File: src/rtl/muldiv_sequencer.sv
// RV32M multiply/divide unit with its issue/stall sequencer for the EX stage.
// Define MULDIV_EARLY_OUT_EN to finish divides whose |a| < |b| straight from IDLE.
module muldiv_sequencer #(
    parameter int XLEN = 32
) (
    input  logic            CLK,
    input  logic            RESET_N,
    input  logic            start,
    input  logic [2:0]      funct3,
    input  logic [XLEN-1:0] operand_a,
    input  logic [XLEN-1:0] operand_b,
    input  logic            flush,
    output logic            stall,
    output logic            result_valid,
    output logic [XLEN-1:0] result
);

    localparam int CNT_W = $clog2(XLEN);
    localparam logic [XLEN-1:0] MIN_NEG = {1'b1, {(XLEN-1){1'b0}}};

    typedef enum logic [2:0] {
        S_IDLE,
        S_MUL,
        S_DIV,
        S_FIX,
        S_DONE
    } state_e;

    state_e            state_q, state_d;
    logic [2:0]        funct3_q, funct3_d;
    logic [XLEN-1:0]   a_q, a_d;
    logic [XLEN-1:0]   b_q, b_d;
    logic [XLEN-1:0]   rem_q, rem_d;
    logic [XLEN-1:0]   result_q, result_d;
    logic [CNT_W-1:0]  count_q, count_d;
    logic              sign_a_q, sign_a_d;
    logic              sign_b_q, sign_b_d;
    logic              valid_q, valid_d;

    logic              div_signed_in;
    logic [XLEN-1:0]   abs_a, abs_b;
    logic              b_zero, div_ovf;

    assign div_signed_in = ~funct3[0];
    assign abs_a  = (div_signed_in & operand_a[XLEN-1]) ? -operand_a : operand_a;
    assign abs_b  = (div_signed_in & operand_b[XLEN-1]) ? -operand_b : operand_b;
    assign b_zero = (operand_b == '0);
    assign div_ovf = div_signed_in & (operand_a == MIN_NEG) & (operand_b == '1);

    // Low 2*XLEN bits of a sign-extended product are exact for every signedness mix.
    logic              a_sgn, b_sgn;
    logic [2*XLEN-1:0] mul_a, mul_b, product;
    logic [XLEN-1:0]   mul_word;

    assign a_sgn    = (funct3_q[1:0] == 2'b01) | (funct3_q[1:0] == 2'b10);
    assign b_sgn    = (funct3_q[1:0] == 2'b01);
    assign mul_a    = {{XLEN{a_sgn & a_q[XLEN-1]}}, a_q};
    assign mul_b    = {{XLEN{b_sgn & b_q[XLEN-1]}}, b_q};
    assign product  = mul_a * mul_b;
    assign mul_word = (funct3_q[1:0] == 2'b00) ? product[XLEN-1:0] : product[2*XLEN-1:XLEN];

    // Restoring step: a_q shifts the dividend out and the quotient in.
    logic [XLEN:0]     rem_shift, rem_diff;
    logic              rem_ge;
    logic [XLEN-1:0]   q_fix, r_fix, div_word;

    assign rem_shift = {rem_q, a_q[XLEN-1]};
    assign rem_diff  = rem_shift - {1'b0, b_q};
    assign rem_ge    = ~rem_diff[XLEN];
    assign q_fix     = (sign_a_q ^ sign_b_q) ? -a_q : a_q;
    assign r_fix     = sign_a_q ? -rem_q : rem_q;
    assign div_word  = funct3_q[1] ? r_fix : q_fix;

    assign stall = ((state_q == S_IDLE) & start & ~flush)
                 | (state_q == S_MUL) | (state_q == S_DIV) | (state_q == S_FIX);
    assign result_valid = valid_q;
    assign result       = result_q;

    always_comb begin
        state_d  = state_q;
        funct3_d = funct3_q;
        a_d      = a_q;
        b_d      = b_q;
        rem_d    = rem_q;
        result_d = result_q;
        count_d  = count_q;
        sign_a_d = sign_a_q;
        sign_b_d = sign_b_q;
        valid_d  = 1'b0;

        case (state_q)
            S_IDLE: begin
                if (start & ~flush) begin
                    funct3_d = funct3;
                    if (!funct3[2]) begin
                        a_d     = operand_a;
                        b_d     = operand_b;
                        state_d = S_MUL;
                    end else if (b_zero) begin
                        result_d = funct3[1] ? operand_a : '1;
                        valid_d  = 1'b1;
                        state_d  = S_DONE;
                    end else if (div_ovf) begin
                        result_d = funct3[1] ? '0 : MIN_NEG;
                        valid_d  = 1'b1;
                        state_d  = S_DONE;
`ifdef MULDIV_EARLY_OUT_EN
                    end else if (abs_a < abs_b) begin
                        result_d = funct3[1] ? operand_a : '0;
                        valid_d  = 1'b1;
                        state_d  = S_DONE;
`endif
                    end else begin
                        a_d      = abs_a;
                        b_d      = abs_b;
                        sign_a_d = div_signed_in & operand_a[XLEN-1];
                        sign_b_d = div_signed_in & operand_b[XLEN-1];
                        rem_d    = '0;
                        count_d  = CNT_W'(XLEN-1);
                        state_d  = S_DIV;
                    end
                end
            end
            S_MUL: begin
                if (flush) begin
                    state_d = S_IDLE;
                end else begin
                    result_d = mul_word;
                    valid_d  = 1'b1;
                    state_d  = S_DONE;
                end
            end
            S_DIV: begin
                if (flush) begin
                    state_d = S_IDLE;
                end else begin
                    a_d     = {a_q[XLEN-2:0], rem_ge};
                    rem_d   = rem_ge ? rem_diff[XLEN-1:0] : rem_shift[XLEN-1:0];
                    count_d = count_q - CNT_W'(1);
                    if (count_q == '0) begin
                        state_d = S_FIX;
                    end
                end
            end
            S_FIX: begin
                if (flush) begin
                    state_d = S_IDLE;
                end else begin
                    result_d = div_word;
                    valid_d  = 1'b1;
                    state_d  = S_DONE;
                end
            end
            S_DONE:  state_d = S_IDLE;
            default: state_d = S_IDLE;
        endcase
    end

    always_ff @(posedge CLK or negedge RESET_N) begin
        if (!RESET_N) begin
            state_q  <= S_IDLE;
            funct3_q <= '0;
            a_q      <= '0;
            b_q      <= '0;
            rem_q    <= '0;
            result_q <= '0;
            count_q  <= '0;
            sign_a_q <= 1'b0;
            sign_b_q <= 1'b0;
            valid_q  <= 1'b0;
        end else begin
            state_q  <= state_d;
            funct3_q <= funct3_d;
            a_q      <= a_d;
            b_q      <= b_d;
            rem_q    <= rem_d;
            result_q <= result_d;
            count_q  <= count_d;
            sign_a_q <= sign_a_d;
            sign_b_q <= sign_b_d;
            valid_q  <= valid_d;
        end
    end

endmodule

File: config.mk
export PLATFORM = sky130hd
export DESIGN_NAME = muldiv_sequencer
export DESIGN_NICKNAME = d
export VERILOG_FILES = /design/src/rtl/muldiv_sequencer.sv
export SDC_FILE = /design/constraint.sdc
export NUM_CORES = 2
export LEC_CHECK = 0
export BUFFER_PORTS_ARGS = -buffer_cell sky130_fd_sc_hd__buf_2
export CELL_PAD_IN_SITES_DETAIL_PLACEMENT = 1
export CELL_PAD_IN_SITES_GLOBAL_PLACEMENT = 1
export CORE_UTILIZATION = 56
export DETAILED_ROUTE_END_ITERATION = 12
export GPL_TIMING_DRIVEN = 0
export PLACE_DENSITY_LB_ADDON = 0.08
export SYNTH_ARGS = -nofsm -noshare
export SYNTH_HDL_FRONTEND = slang
export SYNTH_SLANG_ARGS = --single-unit
File: constraint.sdc
create_clock -name CLK -period 17.84 [get_ports CLK]
set_input_delay 1.784 -clock CLK [delete_from_list [all_inputs] [get_ports CLK]]
set_output_delay 1.784 -clock CLK [all_outputs]
set_load 0.01 [all_outputs]
==> flow_summary.yaml <==
global_routing:
  vias_in_the_first_global_route: 49500
  grt_overflow: 0
  first_pass_grt_wire_length_um: 333000
  antenna_found_initial: 32
  globalRouteTotalUtil: 0.531
  grt_max_degree: 80
cts:
  cts_buffer_depth: 2
  hold_buffers: 0
  clkTransAtPathRegs_ps: 70
  htree_num_levels: 4
  tritoncts: "built"
  cts_inserted_buffers: 17
  worstSkewPairLatency_ps: 460
  cts_resized: 0
  tritoncts_sinks: 141
  cts_setup_buffers: 0
  clk_tree_root_cell: "sky130_fd_sc_hd__clkbuf_16"
timing:
  setup_total_negative_slack_ps: 0
  grt_setup_unrepaired: "false"
  final_hold_viol_count: 0
  finalSetupViolations: 0
  slew_viol_final: 0
  fin_crit_sh: 0.671
  post-route-min-period_ps: 11980
  maxSlewHeadroom: 0.00880
  fmaxAchievable_ghz: 0.0835
  fin_skew_ps: 14.8
  timing_worst_slew_pin_value_ps: 1490
critical_path:
  cpLargestDelayFamily: "adder cells"
  critPathBufInv: 10
  cp_max_fo: 10
  worst-setup-path-type: "reg -> reg"
  arrival_ps: 12350
  setup.worst_path.end_class: "register"
  worst_path_max_delay_cell: "sky130_fd_sc_hd__fa_1"
  cp_required_ps: 18220
  max_stage_delay_ps: 930
  critical_path.startpoint_type: "register"
drt:
  avgViaCountPerCell: 6.41
  num_vias: 45000
  post_route_drc_violation_count: 0
  postRouteAntennaNets: 0
  dr.pass1.iters: 6
  detail_route.wl_per_cell_um: 32.9
  drt-total-wl_um: 231000
  first_iter_violations: 4984
logic_synthesis:
  post_synth_inst_count: 5716
  ys_ff_latch: 141
  synthSimpleGateAreaFrac: 0.152
  synthDistinctLibCells: 73
  synth_compound_gate_area_share: 0.0833
  ys.flop_type: "sky130_fd_sc_hd__dfrtp_1"
  largest_family_of_logic_cells_by_synthesized_area: "adder cells"
  synth_top_area_share: 0.460
  synth_adder_area_share: 0.525
  synth_top_cell_by_area: "sky130_fd_sc_hd__fa_1"
  synth-edff-count: 0
  syn-mean-instance-area_um2: 8.57
  yosys.area_share.xor_xnor: 0.0382
  syn-num-nets: 7167
  synth_top_cells_by_area: "sky130_fd_sc_hd__fa_1 46%, sky130_fd_sc_hd__inv_1 9.6%, sky130_fd_sc_hd__nand2_1 7.6%, sky130_fd_sc_hd__dfrtp_1 7.2%, sky130_fd_sc_hd__ha_1 6.5%"
  synth.yosys.seq_area_share: 0.0720
  multiplexer_area_fraction_after_synthesis: 0.00741
  synth_warnings: 0
  share_of_flip_flops_with_an_asynchronous_set_or_reset_after_synthesis: 1.00
  synthesis.area_um2: 49000
min_path:
  hold_crit_path_type: "reg -> reg"
cells_and_area:
  design.final.nets: 7291
  drive_gt1_frac: 0.0308
  ff_latch_area_um2: 3530
  fill_cells: 10600
  flow.area_growth_from_synthesis_pct: 5.42
  area_of_combinational_cells_with_multiple_inputs_um2: 39500
floorplan:
  std_cell_rows: 108
  floorplan.die_area_um2: 88700
  initial_utilization: 0.565
  die_width_um: 298
  die_h_um: 298
  ios: 105
  coreArea_um2: 86800
run_status:
  failed_checks: "capacitance limit"
  run_status: "finished with violations"
placed_design:
  detailedPlacementHpwl_um: 192000
  io_buffers: 104
  place_congestion: 1.10
run:
  max_cap_viol_count: 1
[logic make-up after synthesis]
family          after synthesis
xor+xnor                    213
flops                       141
compound gates              673
mux                          36
buf+inv                    1574
fa+ha+maj                  1380
simple gates               1699
[per-layer routing]
| metal | vias up | wire (µm) | track usage |
|---|---|---|---|
| li1 | 17400 | - | - |
| met1 | 23000 | 77500 | 0.623 |
| met2 | 3443 | 98500 | 0.780 |
| met3 | 1176 | 30900 | 0.193 |
| met4 | 18 | 24000 | 0.437 |
| met5 | - | 130 | 0 |
[per-stage QoR]
stage          hold WS, ps  setup WS, ps   util  area [µm²]  instances
2_1_floorplan          484          9100      -       49000       5716
3_3_place_gp           488          6060  0.587       51000       6975
3_5_place_dp           523          6380  0.588       51000       6976
4_1_cts                538          6340  0.595       51600       7006
5_1_grt                558          5520  0.595       51600       7006
6_report               532          5860  0.595       51600       7029
[flip-flops by register name, indices dropped and copies added, names as in the netlist]
signal and count:
b_q 32, result 32, funct3_q 2, state_q 3, count_q 5, a_q 32, sign_b_q 1, sign_a_q 1
result_valid 1, rem_q 32
[worst register-to-register path: cells and delay by family (launching register included)]
family,cells,cell delay (ps)
compound gates,8,1720
fa+ha+maj,10,5710
buf+inv,10,2660
flops,1,320
simple gates,4,1480
[area by class of cell]
type	count	area share
Multi-Input combinational cell	4001	0.765
Inverter	1257	0.0914
Sequential cell	141	0.0683
Tap cell	1155	0.0280
Buffer	317	0.0242
Timing Repair Buffer	105	0.0107
Clock buffer	20	0.00865
Clock inverter	10	0.00274
Antenna cell	23	0.00111
[cells in the mapped netlist (all sizes together), types with 25 or more instances]
library cell and instances:
o211ai 25, mux2i 34, clkbuf 255, o21ai 224, nand4 25, nor3 38
xnor2 117, fa 1126, inv 1253, ha 254, nand2 991, xor2 96
and2 211, a21o 44, buf 62, nand3 36, o31ai 32, dfrtp 141
a31oi 31, a21oi 193, nor2 265
[layout by cell type, fill, tap and decap left out, types with 12 or more instances in the layout]
master                      Yosys  final
sky130_fd_sc_hd__buf_1         52     52
sky130_fd_sc_hd__clkbuf_16      0     17
sky130_fd_sc_hd__nand2_1      991    991
sky130_fd_sc_hd__a211oi_1      19     19
sky130_fd_sc_hd__diode_2        0     23
sky130_fd_sc_hd__nor4_1        15     15
sky130_fd_sc_hd__nand4_1       25     25
sky130_fd_sc_hd__a31oi_1       31     31
sky130_fd_sc_hd__or3_1         18     18
sky130_fd_sc_hd__ha_1         254    254
sky130_fd_sc_hd__dfrtp_1      141    141
sky130_fd_sc_hd__nor2_1       265    265
sky130_fd_sc_hd__fa_1        1126   1125
sky130_fd_sc_hd__and3_1        23     23
sky130_fd_sc_hd__nand2b_1      21     21
sky130_fd_sc_hd__inv_1       1253   1253
sky130_fd_sc_hd__a21oi_1      193    193
sky130_fd_sc_hd__o31ai_1       31     31
sky130_fd_sc_hd__clkbuf_1     253    255
sky130_fd_sc_hd__xnor2_1      116    116
sky130_fd_sc_hd__buf_2          6    109
sky130_fd_sc_hd__o211ai_1      25     25
sky130_fd_sc_hd__nand3_1       36     36
sky130_fd_sc_hd__xor2_1        96     96
sky130_fd_sc_hd__a21o_1        44     44
sky130_fd_sc_hd__and2_1       209    209
sky130_fd_sc_hd__o21ai_0      219    219
sky130_fd_sc_hd__o41ai_1       15     15
sky130_fd_sc_hd__nor3_1        38     38
sky130_fd_sc_hd__o21bai_1      12     12
sky130_fd_sc_hd__mux2i_1       34     34
sky130_fd_sc_hd__or2_2         13     13
[final timing paths]
check / from / endpoint / slack [ps] / depth (start not counted)
setup reg to reg: funct3_q[1] / result[26] / 5860 / 32
hold reg to reg: count_q[0] / count_q[0] / 530 / 1
setup / recovery: funct3_q[1] / result[26] / 5860 / 32
min in group asynchronous: RESET_N / rem_q[6] / 1350 / 1
max in group asynchronous: RESET_N / b_q[16] / 15610 / 2
hold / removal: count_q[0] / count_q[0] / 530 / 1
Power is not shown: default switching activity piles up to over one toggle a cycle in this logic, so the estimate is an artifact.
